$ cat config.mk
export PLATFORM = sky130hd
export DESIGN_NAME = hazard_controller
export DESIGN_NICKNAME = d
export VERILOG_FILES = /design/src/rtl/hazard_controller_pkg.sv /design/src/rtl/sat_counter.sv /design/src/rtl/hazard_controller.sv
export SDC_FILE = /design/constraint.sdc
export NUM_CORES = 1
export LEC_CHECK = 0
export ABC_AREA = 1
export CELL_PAD_IN_SITES_DETAIL_PLACEMENT = 0
export CELL_PAD_IN_SITES_GLOBAL_PLACEMENT = 2
export CORE_MARGIN = 5
export CORE_UTILIZATION = 24
export CTS_CLUSTER_DIAMETER = 150
export CTS_CLUSTER_SIZE = 14
export DETAILED_ROUTE_END_ITERATION = 12
export PLACE_DENSITY = 0.85
export REMOVE_ABC_BUFFERS = 1
export SYNTH_ARGS = -nofsm -noshare
export SYNTH_HDL_FRONTEND = slang
export SYNTH_HIERARCHICAL = 1
export SYNTH_SLANG_ARGS = --single-unit
$ cat constraint.sdc
create_clock -name hc_clk -period 2.6 [get_ports hc_clk]
set_input_delay 0.52 -clock hc_clk [delete_from_list [all_inputs] [get_ports hc_clk]]
set_output_delay 0.52 -clock hc_clk [all_outputs]
set_load 0.02 [all_outputs]
$ cat src/rtl/hazard_controller_pkg.sv
// rtl/hazard_controller_pkg.sv - shared state encodings and sizing helper for the hazard controller
package hazard_controller_pkg;

    localparam logic [1:0] HC_RUN      = 2'd0;
    localparam logic [1:0] HC_LOAD_USE = 2'd1;
    localparam logic [1:0] HC_REDIRECT = 2'd2;

    // Redirect countdown width; a single-cycle flush still needs a 1-bit register.
    function automatic int hc_cnt_width(input int flush_cycles);
        return (flush_cycles > 1) ? $clog2(flush_cycles) : 1;
    endfunction

endpackage

$ cat src/rtl/sat_counter.sv
// rtl/sat_counter.sv - synchronous-clear event counter that sticks at all-ones
module sat_counter #(
    parameter int CNT_WIDTH = 16
) (
    input  logic                 clk,
    input  logic                 clear,
    input  logic                 inc,
    output logic [CNT_WIDTH-1:0] count
);

    always_ff @(posedge clk) begin
        if (clear) begin
            count <= '0;
        end else if (inc && (count != '1)) begin
            count <= count + CNT_WIDTH'(1);
        end
    end

endmodule

$ cat src/rtl/hazard_controller.sv
// rtl/hazard_controller.sv - load-use/redirect/busy sequencer driving IF/ID/EX stall and flush
module hazard_controller
    import hazard_controller_pkg::*;
#(
    parameter int AWIDTH       = 5,
    parameter int FLUSH_CYCLES = 2,
    parameter int CNT_WIDTH    = 16
) (
    input  logic                 hc_clk,
    input  logic                 hc_rst,
    input  logic                 hc_i_id_valid,
    input  logic [AWIDTH-1:0]    hc_i_id_addr_rs1,
    input  logic [AWIDTH-1:0]    hc_i_id_addr_rs2,
    input  logic                 hc_i_ex_valid,
    input  logic                 hc_i_ex_is_load,
    input  logic                 hc_i_ex_we_reg,
    input  logic [AWIDTH-1:0]    hc_i_ex_addr_rd,
    input  logic                 hc_i_ex_change_pc,
    input  logic                 hc_i_ex_stall_alu,
    input  logic                 hc_i_mem_stall,
    output logic                 hc_o_stall_if,
    output logic                 hc_o_stall_id,
    output logic                 hc_o_stall_ex,
    output logic                 hc_o_flush_id,
    output logic                 hc_o_flush_ex,
    output logic [1:0]           hc_o_state,
    output logic [CNT_WIDTH-1:0] hc_o_stall_cnt,
    output logic [CNT_WIDTH-1:0] hc_o_flush_cnt
);

    localparam int             CW         = hc_cnt_width(FLUSH_CYCLES);
    localparam logic [CW-1:0]  CNT_RELOAD = CW'(FLUSH_CYCLES - 1);

    logic [1:0]    state, state_nxt;
    logic [CW-1:0] cnt, cnt_nxt;
    logic          busy, load_use, redirect_acc;

    assign busy     = hc_i_mem_stall | hc_i_ex_stall_alu;
    assign load_use = hc_i_ex_valid & hc_i_ex_is_load & hc_i_ex_we_reg
                    & (hc_i_ex_addr_rd != '0) & hc_i_id_valid
                    & ((hc_i_ex_addr_rd == hc_i_id_addr_rs1) | (hc_i_ex_addr_rd == hc_i_id_addr_rs2));

    always_comb begin
        hc_o_stall_if = 1'b0;
        hc_o_stall_id = 1'b0;
        hc_o_stall_ex = 1'b0;
        hc_o_flush_id = 1'b0;
        hc_o_flush_ex = 1'b0;
        redirect_acc  = 1'b0;
        state_nxt     = state;
        cnt_nxt       = cnt;
        case (state)
            HC_REDIRECT: begin
                hc_o_flush_id = 1'b1;
                if (busy) begin
                    hc_o_stall_if = 1'b1;
                end else if (hc_i_ex_change_pc) begin
                    hc_o_flush_ex = 1'b1;
                    redirect_acc  = 1'b1;
                    cnt_nxt       = CNT_RELOAD;
                    state_nxt     = (FLUSH_CYCLES > 1) ? HC_REDIRECT : HC_RUN;
                end else begin
                    cnt_nxt = cnt - CW'(1);
                    if (cnt <= CW'(1)) state_nxt = HC_RUN;
                end
            end
            HC_LOAD_USE: begin
                // The load has moved to MEM, so the hazard is already resolved here.
                if (busy) begin
                    hc_o_stall_if = 1'b1;
                    hc_o_stall_id = 1'b1;
                    hc_o_stall_ex = 1'b1;
                end else if (hc_i_ex_change_pc) begin
                    hc_o_flush_id = 1'b1;
                    hc_o_flush_ex = 1'b1;
                    redirect_acc  = 1'b1;
                    cnt_nxt       = CNT_RELOAD;
                    state_nxt     = (FLUSH_CYCLES > 1) ? HC_REDIRECT : HC_RUN;
                end else begin
                    state_nxt = HC_RUN;
                end
            end
            default: begin
                state_nxt = HC_RUN;
                if (busy) begin
                    hc_o_stall_if = 1'b1;
                    hc_o_stall_id = 1'b1;
                    hc_o_stall_ex = 1'b1;
                end else if (hc_i_ex_change_pc) begin
                    hc_o_flush_id = 1'b1;
                    hc_o_flush_ex = 1'b1;
                    redirect_acc  = 1'b1;
                    cnt_nxt       = CNT_RELOAD;
                    state_nxt     = (FLUSH_CYCLES > 1) ? HC_REDIRECT : HC_RUN;
                end else if (load_use) begin
                    hc_o_stall_if = 1'b1;
                    hc_o_stall_id = 1'b1;
                    hc_o_flush_ex = 1'b1;
                    state_nxt     = HC_LOAD_USE;
                end
            end
        endcase
        // Reset holds the pipeline empty and suppresses any accounting.
        if (!hc_rst) begin
            hc_o_stall_if = 1'b0;
            hc_o_stall_id = 1'b0;
            hc_o_stall_ex = 1'b0;
            hc_o_flush_id = 1'b1;
            hc_o_flush_ex = 1'b1;
            redirect_acc  = 1'b0;
        end
    end

    assign hc_o_state = hc_rst ? state : HC_RUN;

    always_ff @(posedge hc_clk) begin
        if (!hc_rst) begin
            state <= HC_RUN;
            cnt   <= '0;
        end else begin
            state <= state_nxt;
            cnt   <= cnt_nxt;
        end
    end

    sat_counter #(.CNT_WIDTH(CNT_WIDTH)) u_stall_cnt (
        .clk   (hc_clk),
        .clear (!hc_rst),
        .inc   (hc_o_stall_if),
        .count (hc_o_stall_cnt)
    );

    sat_counter #(.CNT_WIDTH(CNT_WIDTH)) u_flush_cnt (
        .clk   (hc_clk),
        .clear (!hc_rst),
        .inc   (redirect_acc),
        .count (hc_o_flush_cnt)
    );

endmodule
# Word level (Yosys, flattened, before mapping)
# Index checks and enable logic that the tools add are counted.
# op_classes
addsub,3
n_mul,0
div,0
n_lt_le_gt_ge,1
n_eq_ne,9
shifts,0
n_mux,34
n_bitwise,8
n_reduce_logical,7
# op_table
cell,n
$add A16 B1 Y16 const B,2
$ne A16 B16 Y1 const B,2
$mux W1,24
$mux W2,8
$eq A5 B5 Y1,2
$and A1 B1 Y1,5
$reduce_bool A5 Y1,1
$ne A2 B2 Y1 const B,2
$pmux W2 S2,1
$ne A3 B3 Y1 const B,1
$reduce_and A3 Y1,1
$eq A2 B1 Y1 const B,1
$eq A2 B2 Y1 const B,1
$logic_and A1 B1 Y1,2
$or A1 B1 Y1,2
$pmux W1 S2,1
$reduce_and A2 Y1,1
$reduce_bool A2 Y1,1
$reduce_or A2 Y1,1
$le A1 B1 Y1 const B,1
$not A1 Y1,1
$sub A1 B1 Y1 const B,1
# word_totals
regBits,35
latchBits,0
ramBits,0
mem_bits_ro,0
input_bits,24
out_inout_bits,39
memories,0

# Longest topological paths before layout
# Gate-level depths: netlist of run 1.
# depth
word_depth,11
depth_mapped,17
ltp_nobuf,17

# By module
# The synthesis of run 1 kept the hierarchy.
# by_module_without_submodules
module,instances,cells_per_inst,area_per_inst_um2,seq_area_each_um2
sat_counter (u_stall_cnt),1,158,973.4,320.3
sat_counter (u_flush_cnt),1,149,929.6,320.3
hazard_controller,1,89,421.7,40.0

# Least setup slack after synthesis of run 1
# Ideal clock, no wire load.
# synth_path
kind,input-to-reg
start,in hc_i_id_addr_rs1[4]
end,reg u_stall_cnt.count[10]
t_arrival_ps,2162
t_required_ps,2485
path_slack_ps,323
cell_stages,16
n_path_buf,1
path_cell_list,inv_1 nand2_1 nand2_1 nor2_1 nand3_1 nand2_1 nand3_1 nand2_1 nand2_1 nor2_1 clkbuf_1 nand3_1 nor2_1 nand3_1 nand2_1 nor2_1
# synth_between
elab_chain_len,9
# synth_lines
item,line_no,rtl
start: declaration,hazard_controller.sv:12,"input logic [AWIDTH-1:0] hc_i_id_addr_rs1,"
$eq A5 B5 Y1,hazard_controller.sv:41,& ((hc_i_ex_addr_rd == hc_i_id_addr_rs1) | (hc_i_ex_addr_rd == hc_i_id_addr_rs2));
$or A1 B1 Y1,hazard_controller.sv:41,
$and A1 B1 Y1,hazard_controller.sv:41,
$mux W1,hazard_controller.sv:95,end else if (load_use) begin
$mux W1,hazard_controller.sv:89,end else if (hc_i_ex_change_pc) begin
$mux W1,hazard_controller.sv:85,if (busy) begin
$mux W1,-,
$mux W1,hazard_controller.sv:104,if (!hc_rst) begin
net hc_o_stall_if,hazard_controller.sv:21,"output logic hc_o_stall_if,"
$logic_and A1 B1 Y1,sat_counter.sv:14,end else if (inc && (count != '1)) begin
end signal: assignment,sat_counter.sv:15,count <= count + CNT_WIDTH'(1);
end: declaration,sat_counter.sv:8,output logic [CNT_WIDTH-1:0] count
# The timed path passes the listed nets, and every way through them passes these cells.
# A chain may end at the register's enable or synchronous reset.

# Final worst setup path of run 1
# layout_path
start,in hc_rst
end,out hc_o_state[0]
# layout_between
elab_chain_len,1
# layout_lines
item,line_no,rtl
start: declaration,hazard_controller.sv:10,"input logic hc_rst,"
$mux W2,hazard_controller.sv:114,assign hc_o_state = hc_rst ? state : HC_RUN;
end: declaration,hazard_controller.sv:26,"output logic [1:0] hc_o_state,"
# No other way between the ends.

==> metrics.md, run 1 <==
| Metric | Value |
|---|---|
| CP Launch Type | input pin |
| Final min period | 2.481 ns |
| Final nets | 500 |
| Max cap viols | 0 |
| Critical path arrival | 1.96 ns |
| Seq cells post-synth | 34 |
| Post-Syn Instances | 396 |
| Clock Skews | 0.005980 ns |
| Worst Slack Setup Final | 0.1189 ns |
| Pre-antenna DRT Iters | 4 |
| Core Rows | 36 |
| Yosys cell types | 26 |
| DP Wirelength | 5100 um |
| Num CTS Buffers | 5 |
| Pwr Total | 1.113 mW |
| Average wire per standard cell | 10.49 um |
| Port-buffer cells | 62 |
| Leakage Power | 1.467 nW |
| DRC viols | 0 |
| Worst Tran Pin Value | 0.5241 ns |
| Post-route ant nets | 0 |
| Post-synthesis cell type with the largest combined area | dfxtp_1 |
| H-Tree Level Count | 2 |
| Die Area | 11750 um2 |
| Total GRT Usage | 11.43% |
| Fmax | 403.0 MHz |
| Status | finished clean |
| Total global routing overflow | 0 |
| Clk_lat worst skew | 0.29 ns |
| 1st-iter DRT viols | 102 |
| Ant diodes | 0 |
| Clk sink count | 34 |
| Worst-case clock buffer depth | 2 |
| Power Density | 337.0 nW/um2 |
| Final Slew Violations | 0 |
| Hold buffer count at cts | 0 |
| Worst Path Required | 2.08 ns |
| Die Width | 108.4 um |
| DR vias | 2526 |
| Vias/cell | 4.168 |
| Placed cell area | 3151 um2 |
| CTS tree | done |
| Clock transition at path regs | 0.07 ns |
| Period utilisation layout | 95.43% |
| Final setup violation count | 0 |
| Mean Syn Cell Area | 5.871 um2 |
| Chip Height | 108.4 um |
| Vias in the first global route | 2455 |
| Largest net degree at the start of global routing | 17 |
| CP Max Fanout | 5 |
| Starting density of the core | 24.23% |
| YS warnings | 6 |
| CTS Root Cell | clkbuf_8 |
| Number of I/O pins | 63 |
| Crit end category | output port |
| Top post-synthesis cells by area | dfxtp_1 29%, nand2_1 20%, nor2_1 14%, nand3_1 6.9%, inv_1 6.6% |
| RSZ-0062 raised after global routing | true |
| Worst Hold Class | reg -> reg |
| Routability cong. | 0.8104 |
| WS Path Type | in -> out |
| Final WL | 6358 um |
| VDD IR-drop max | 0.1555 mV |
| Design area | 3302 um2 |
| Register area share after synthesis | 29.28% |
| Core area | 9594 um2 |
| Global-route wire length before repair | 10950 um |
| Synthesis-to-layout area growth | 42.03% |
| Worst slack, placed | -0.4203 ns |
| Initial antenna violation count | 0 |
| Post-synth top area share | 29.28% |
| Share of cells above drive strength 1 | 13.53% |
| Mapped cell area | 2325 um2 |
| Final Hold Fails | 0 |
| Slew HR | 65.02% |
-- area by class of cell --
| class | count | area (um2) |
|---|---|---|
| Fill cell | 1079 | 6292 |
| Multi-Input combinational cell | 309 | 1456 |
| Timing Repair Buffer | 73 | 723.2 |
| Sequential cell | 34 | 680.7 |
| Inverter | 49 | 183.9 |
| Tap cell | 133 | 166.4 |
| Clock buffer | 7 | 86.33 |
| Clock inverter | 1 | 5.005 |
-- power by group --
part	switching [mW]	internal, mW	total, mW	leakage [nW]
Combinational	0.0830	0.0842	0.167	1.14
Sequential	0.00626	0.525	0.531	0.274
Clock	0.200	0.214	0.414	0.0482
Total	0.289	0.823	1.11	1.47
-- cells by family after synthesis --
family	share of synthesized area (%)
compound gates	4.521
simple gates	54.47
fa+ha+maj	2.153
flops	29.28
xor+xnor	0.7536
buf+inv	8.827
-- metrics by stage --
step	utilization [%]	hold slack, ns	instances	setup TNS (ns)
final	34.42	0.5334	606	0
after floorplan	-	0.5776	392	0
after global routing	34.42	0.5767	606	0
after detailed placement	32.84	0.5253	595	-1.820
after CTS	33.76	0.5366	603	-0.008649
after global placement	32.84	0.5123	595	-1.547
-- flip-flops by register name (all words and copies together) (netlist names) --
signal             count
u_flush_cnt/count     16
state                  2
u_stall_cnt/count     16
-- placed cells by master, fill, tap and decap left out, types with 2 or more instances in the layout --
cell	count
nand2_1	123
ha_1	4
nor2_1	82
xnor2_1	2
dfxtp_1	34
nand2_2	5
clkdlybuf4s50_1	52
nand3_1	32
nor2_2	22
inv_2	7
nor2_4	6
nor2_8	2
dlymetal6s2s_1	7
buf_4	11
nand4_1	6
clkbuf_8	6
nor3_1	2
o21ai_0	2
inv_1	41
buf_6	2
a21oi_1	15
-- critical path, cell delays in order --
cell,delay [ns]
clkdlybuf4s50_1,0.54
buf_4,0.16
nand2_1,0.05
inv_1,0.08
clkdlybuf4s50_1,0.62
-- final timing paths --
| path | cells past startpoint | slack [ns] | end | start |
|---|---|---|---|---|
| worst max-delay path | 5 | 0.12 | hc_o_state[0] | hc_rst |
| worst min-delay path | 2 | 0.53 | u_flush_cnt/count[1] | u_flush_cnt/count[1] |
| worst max register to register | 14 | 0.63 | u_stall_cnt/count[11] | state[0] |
| worst min register to register | 2 | 0.53 | u_flush_cnt/count[1] | u_flush_cnt/count[1] |
-- Yosys cell counts --
cell / count
clkbuf_1: 1
o21ai_1: 1
nor2_2: 19
nor2_4: 5
o21bai_1: 1
o31ai_1: 1
nor2_8: 2
buf_2: 2
nor2_1: 86
ha_1: 4
clkbuf_4: 1
nand2_2: 4
o21ai_0: 2
clkinv_1: 1
inv_2: 7
nand2_1: 124
nand4_2: 1
a21oi_1: 15
xnor2_1: 2
nand3_1: 32
nand4_1: 6
or2_0: 1
inv_1: 41
dfxtp_1: 34
nor3_1: 2
nand2_4: 1
-- repair_timing --
action / in CTS / in global routing
buffers inserted: 0 / 3
pin swaps: 0 / 2
endpoints found under the setup margin: 3 / 11
resized for setup: 9 / 18
-- layer usage --
| layer | up-vias | track usage [%] | wire length, um |
|---|---|---|---|
| met2 | 51 | 18.14 | 2771 |
| li1 | 1373 | - | - |
| met5 | - | 0 | 0 |
| met4 | 0 | 3.787 | 92 |
| met1 | 1097 | 14.97 | 3093 |
| met3 | 5 | 3.104 | 400 |
(Power assumes the default switching activity.)
==> run 2: changes to the inputs <==
CORE_ASPECT_RATIO = 1.25   (was default)
==> run 2 against run 1 <==
  * Hold slack lost 0.0066 ns
  * Sequential cell count stayed put
  * Final cell count decreased by 0.99%
  * Clock power grew 43%
  * Register-to-register slack worse by 0.03 ns
  * Combinational power about the same
  * Non-clock buffer count increased by 3
  * First-iteration DRC count down 26%
  * Fmax is 0.88% lower
  * Critical path type unchanged
  * Largest cell class unchanged
==> metrics.md, run 2 (synthesis gave the netlist of run 1 again) <==
| Metric | Value |
|---|---|
| Worst Path Required | 2.08 ns |
| CTS Root Cell | clkbuf_16 |
| Fin util | 35.05% |
| Num CTS Buffers | 5 |
| Port-buffer cells | 62 |
| Filler Cells Inserted | 1054 |
| Vias/cell | 4.228 |
| Switch share | 24.09% |
| Fmax | 399.5 MHz |
| CP Launch Type | input pin |
| Global-route wire length before repair | 11010 um |
| Placed cell area | 3164 um2 |
| Final min period | 2.503 ns |
| Chip Height | 120.0 um |
| Ant diodes | 0 |
| Finished Layout Cells | 600 |
| Clk_lat worst skew | 0.28 ns |
| Initial antenna violation count | 0 |
| Share of cells above drive strength 1 | 13.92% |
| DR vias | 2537 |
| Largest registers | u_flush_cnt/count x16, u_stall_cnt/count x16, state x2 |
| Worst Tran Pin Value | 0.5630 ns |
| Worst Slack Setup Final | 0.09688 ns |
| Hold buffer count at cts | 0 |
| Placed Cells | 591 |
| Worst slack, placed | -0.4753 ns |
| Largest net degree at the start of global routing | 17 |
| Switch Pwr | 0.3112 mW |
| Final setup violation count | 0 |
| Cell Int Power | 0.9806 mW |
| Register Area | 680.7 um2 |
| RSZ-0062 raised after global routing | false |
| Synthesis-to-layout area growth | 44.13% |
| Sequential share of power | 41.2% |
| Core Rows | 40 |
| Status | finished clean |
| Worst-case clock buffer depth | 2 |
| Die Area | 11770 um2 |
| Clk sink count | 34 |
| Starting density of the core | 24.32% |
| Period utilisation layout | 96.27% |
| CTS tree | done |
| Critical path arrival | 1.98 ns |
| Routability cong. | 0.7990 |
| Final nets | 503 |
| Core area | 9559 um2 |
| Final Hold Fails | 0 |
| Pwr Total | 1.292 mW |
| VDD IR-drop max | 0.1865 mV |
| WS Path Type | in -> out |
| Slew HR | 62.43% |
| Clock share of power | 45.8% |
| Multi-input logic area | 1454 um2 |
| CP Max Fanout | 3 |
| H-Tree Level Count | 2 |
| Final Slew Violations | 0 |
| 1st-iter DRT viols | 75 |
| Clock transition at path regs | 0.05 ns |
| Design area | 3351 um2 |
| Total GRT Usage | 11.55% |
| Crit end category | output port |
| Die Width | 98.03 um |
| Post-route ant nets | 0 |
| Leakage Power | 1.489 nW |
| Commonest non-fill, non-tap cell in the layout | nand2_1 |
| Max cap viols | 0 |
| Pre-antenna DRT Iters | 5 |
| Most frequent cells in the layout | 123 x nand2_1, 83 x nor2_1, 52 x clkdlybuf4s50_1 |
| Power share of the combinational group | 13.0% |
| DP Wirelength | 5259 um |
| DRC viols | 0 |
| Final WL | 6626 um |
| Worst Hold Class | reg -> reg |
| Vias in the first global route | 2395 |
| Power Density | 385.5 nW/um2 |
| Clock Skews | 0.003377 ns |
| Number of I/O pins | 63 |
| Total global routing overflow | 0 |
| Average wire per standard cell | 11.04 um |
==> run 2: area by class of cell <==
cell class              instances  area share (%)
repair buffers                 76           21.96
clock buffers                   6           4.145
well taps                     126           4.705
multi-input cells             309           43.39
flip-flops and latches         34           20.31
inverters                      49           5.489
==> run 2: final timing paths <==
path,startpoint,end,slack (ns),cells past startpoint
setup / recovery,hc_rst,hc_o_stall_ex,0.1,4
hold / removal,u_flush_cnt/count[1],u_flush_cnt/count[1],0.53,2
hold reg to reg,u_flush_cnt/count[1],u_flush_cnt/count[1],0.53,2
setup reg to reg,state[0],u_stall_cnt/count[15],0.60,15
==> run 2: routing by layer <==
metal | up-vias | track usage [%] | share of wire (%)
met2 | 47 | 20.66 | 51
met3 | 4 | 3.547 | 5.3
met1 | 1108 | 12.45 | 43
li1 | 1378 | - | -
met5 | - | 0 | 0
met4 | 0 | 4.935 | 1.0
==> run 2: power by group through the flow <==
stage	clock, mW	combinational (mW)	sequential [mW]
floorplan	0	0.0735	0.547
global placement	0	0.165	0.543
detailed placement	0	0.166	0.543
CTS	0.623	0.164	0.532
global route	0.631	0.188	0.533
finish	0.591	0.168	0.532
==> run 2: worst max-delay path: stages <==
cell	delay [ns]
clkdlybuf4s50_1	0.55
inv_1	0.07
nor3_1	0.18
clkdlybuf4s50_1	0.65
==> run 2: timing repair <==
item | in CTS | in global routing
buffers inserted | 0 | 2
endpoints found under the setup margin | 3 | 11
cloned | 0 | 1
pin swaps | 0 | 6
resized for setup | 11 | 15
==> run 2: metrics by stage <==
step,hold slack (ns),setup TNS [ns]
finish,0.5268,0
global route,0.5650,0
CTS,0.5283,0
detailed placement,0.5204,-2.711
global placement,0.5102,-2.034
floorplan,0.5776,0
==> run 3: changes to the inputs <==
SKIP_CTS_REPAIR_TIMING = 1   (was default)
SLEW_MARGIN = 0   (was default)
==> run 3 against run 2 <==
  * Clock skew about the same
  * Utilization shrank 0.066 points
  * Clock-buffer cell count stayed put
  * Global-route usage unchanged
  * Clock power up 0.7%
  * Highest routed layer unchanged
==> metrics.md, run 3 (synthesis gave the netlist of run 1 again) <==
| Metric | Value |
|---|---|
| Ant diodes | 0 |
| Vias/cell | 4.256 |
| Largest net degree at the start of global routing | 17 |
| Max cap viols | 0 |
| Global-route wire length before repair | 11010 um |
| Fin util | 34.99% |
| Worst r2r dst | u_stall_cnt/count[15] |
| CP Max Fanout | 3 |
| Sequential share of power | 41.1% |
| Commonest non-fill, non-tap cell in the layout | nand2_1 |
| VDD IR-drop max | 0.1833 mV |
| Power Density | 386.6 nW/um2 |
| Hold_sp | u_flush_cnt/count[1] |
| Share of cells above drive strength 1 | 13.38% |
| RSZ-0062 raised after global routing | false |
| Core area | 9559 um2 |
| Final setup violation count | 0 |
| Worst-case clock buffer depth | 2 |
| Average wire per standard cell | 10.99 um |
| Hold WS | 0.5268 ns |
| Worst Slack Setup Final | 0.09427 ns |
| Clock share of power | 46.0% |
| CTS Root Cell | clkbuf_16 |
| Crit-path cells | clkdlybuf4s50_1, inv_1, nor3_1, clkdlybuf4s50_1 |
| DRC viols | 0 |
| Switch share | 24.24% |
| Starting density of the core | 24.32% |
| Leakage Power | 1.475 nW |
| Worst slack, placed | -0.4753 ns |
| Initial antenna violation count | 0 |
| 1st-iter DRT viols | 78 |
| Post-route ant nets | 0 |
| Design area | 3344 um2 |
| DR vias | 2541 |
| Num CTS Buffers | 5 |
| FF-to-FF Start | state[0] |
| Chip Height | 120.0 um |
| Final nets | 500 |
| WP buf/inv | 3 |
| Total global routing overflow | 0 |
| Pwr Total | 1.293 mW |
| Crit-path leading delay family | buffers and inverters |
| Crit path launch | hc_rst |
| Cell Int Power | 0.9797 mW |
| Most frequent CP cell | clkdlybuf4s50_1 |
| Fmax | 399.1 MHz |
| Final WL | 6562 um |
| Largest registers | u_flush_cnt/count x16, u_stall_cnt/count x16, state x2 |
| Final Hold Fails | 0 |
| Clock Skews | 0.003558 ns |
| Switch Pwr | 0.3134 mW |
| R2R depth | 15 |
| R2R setup slack | 0.61 ns |
| Clk_lat worst skew | 0.28 ns |
| Total GRT Usage | 11.55% |
| Pre-antenna DRT Iters | 5 |
| Status | finished clean |
| Power share of the combinational group | 12.8% |
| CP max-delay cell | clkdlybuf4s50_1 |
| Number of I/O pins | 63 |
| Placed Cells | 591 |
| Slew HR | 62.32% |
| WS Path Type | in -> out |
| Port-buffer cells | 62 |
| Worst Tran Pin Value | 0.5646 ns |
| Worst Hold Class | reg -> reg |
| Clk sink count | 34 |
| Finished Layout Cells | 597 |
| Final min period | 2.506 ns |
| Placed cell area | 3164 um2 |
| Clock transition at path regs | 0.05 ns |
| CP Launch Type | input pin |
| Worst Hold Endpoint | u_flush_cnt/count[1] |
| Vias in the first global route | 2395 |
| Worst Path Required | 2.08 ns |
| Final Slew Violations | 0 |
| Setup TNS | 0 ns |
| Die Width | 98.03 um |
| Core Rows | 40 |
| H-Tree Level Count | 2 |
| CP peak stage delay | 0.66 ns |
| Critical path arrival | 1.99 ns |
| Die Area | 11770 um2 |
| Period utilisation layout | 96.37% |
| Synthesis-to-layout area growth | 43.86% |
| Most frequent cells in the layout | 123 x nand2_1, 82 x nor2_1, 53 x clkdlybuf4s50_1 |
| Crit end category | output port |
| DP Wirelength | 5259 um |
| Hold Crit Depth | 2 |
| CTS tree | done |
| Routability cong. | 0.7990 |
run 3: area by class of cell:
class,count,area [um2]
multi-input combinational,309,1456
fill,1051,6215
timing repair buffer,73,726.9
inverter,49,183.9
clock buffer,6,138.9
sequential,34,680.7
tap,126,157.7
run 3: how the worst max path moves through the flow:
| stage | to | depth (start not counted) |
|---|---|---|
| floorplan | u_stall_cnt/count[15] | 17 |
| global placement | hc_o_stall_if | 12 |
| detailed placement | hc_o_stall_if | 12 |
| CTS | hc_o_stall_if | 12 |
| global route | u_stall_cnt/count[15] | 19 |
| finish | hc_o_stall_ex | 4 |
run 3: power groups by stage:
stage | registers (mW) | clock network (mW) | logic, mW
after floorplan | 0.547 | 0 | 0.0735
after detailed placement | 0.543 | 0 | 0.166
after CTS | 0.532 | 0.623 | 0.166
after global placement | 0.543 | 0 | 0.165
after global routing | 0.533 | 0.631 | 0.186
final | 0.532 | 0.595 | 0.166
run 3: metal layers:
metal	part of all wire [%]	vias to the layer above	GRT usage [%]	wire, um
met4	2.0	0	4.935	129
met3	5.9	7	3.547	390
met2	50	54	20.66	3258
met1	42	1107	12.45	2785
met5	0	-	0	0
li1	-	1373	-	-
run 3: worst reg2reg max path: cells and delay by family (launching register included):
kind          cells  cell delay (ns)
flops             1             0.36
fa+ha+maj         1             0.31
simple gates     11             0.90
buf+inv           3             0.31
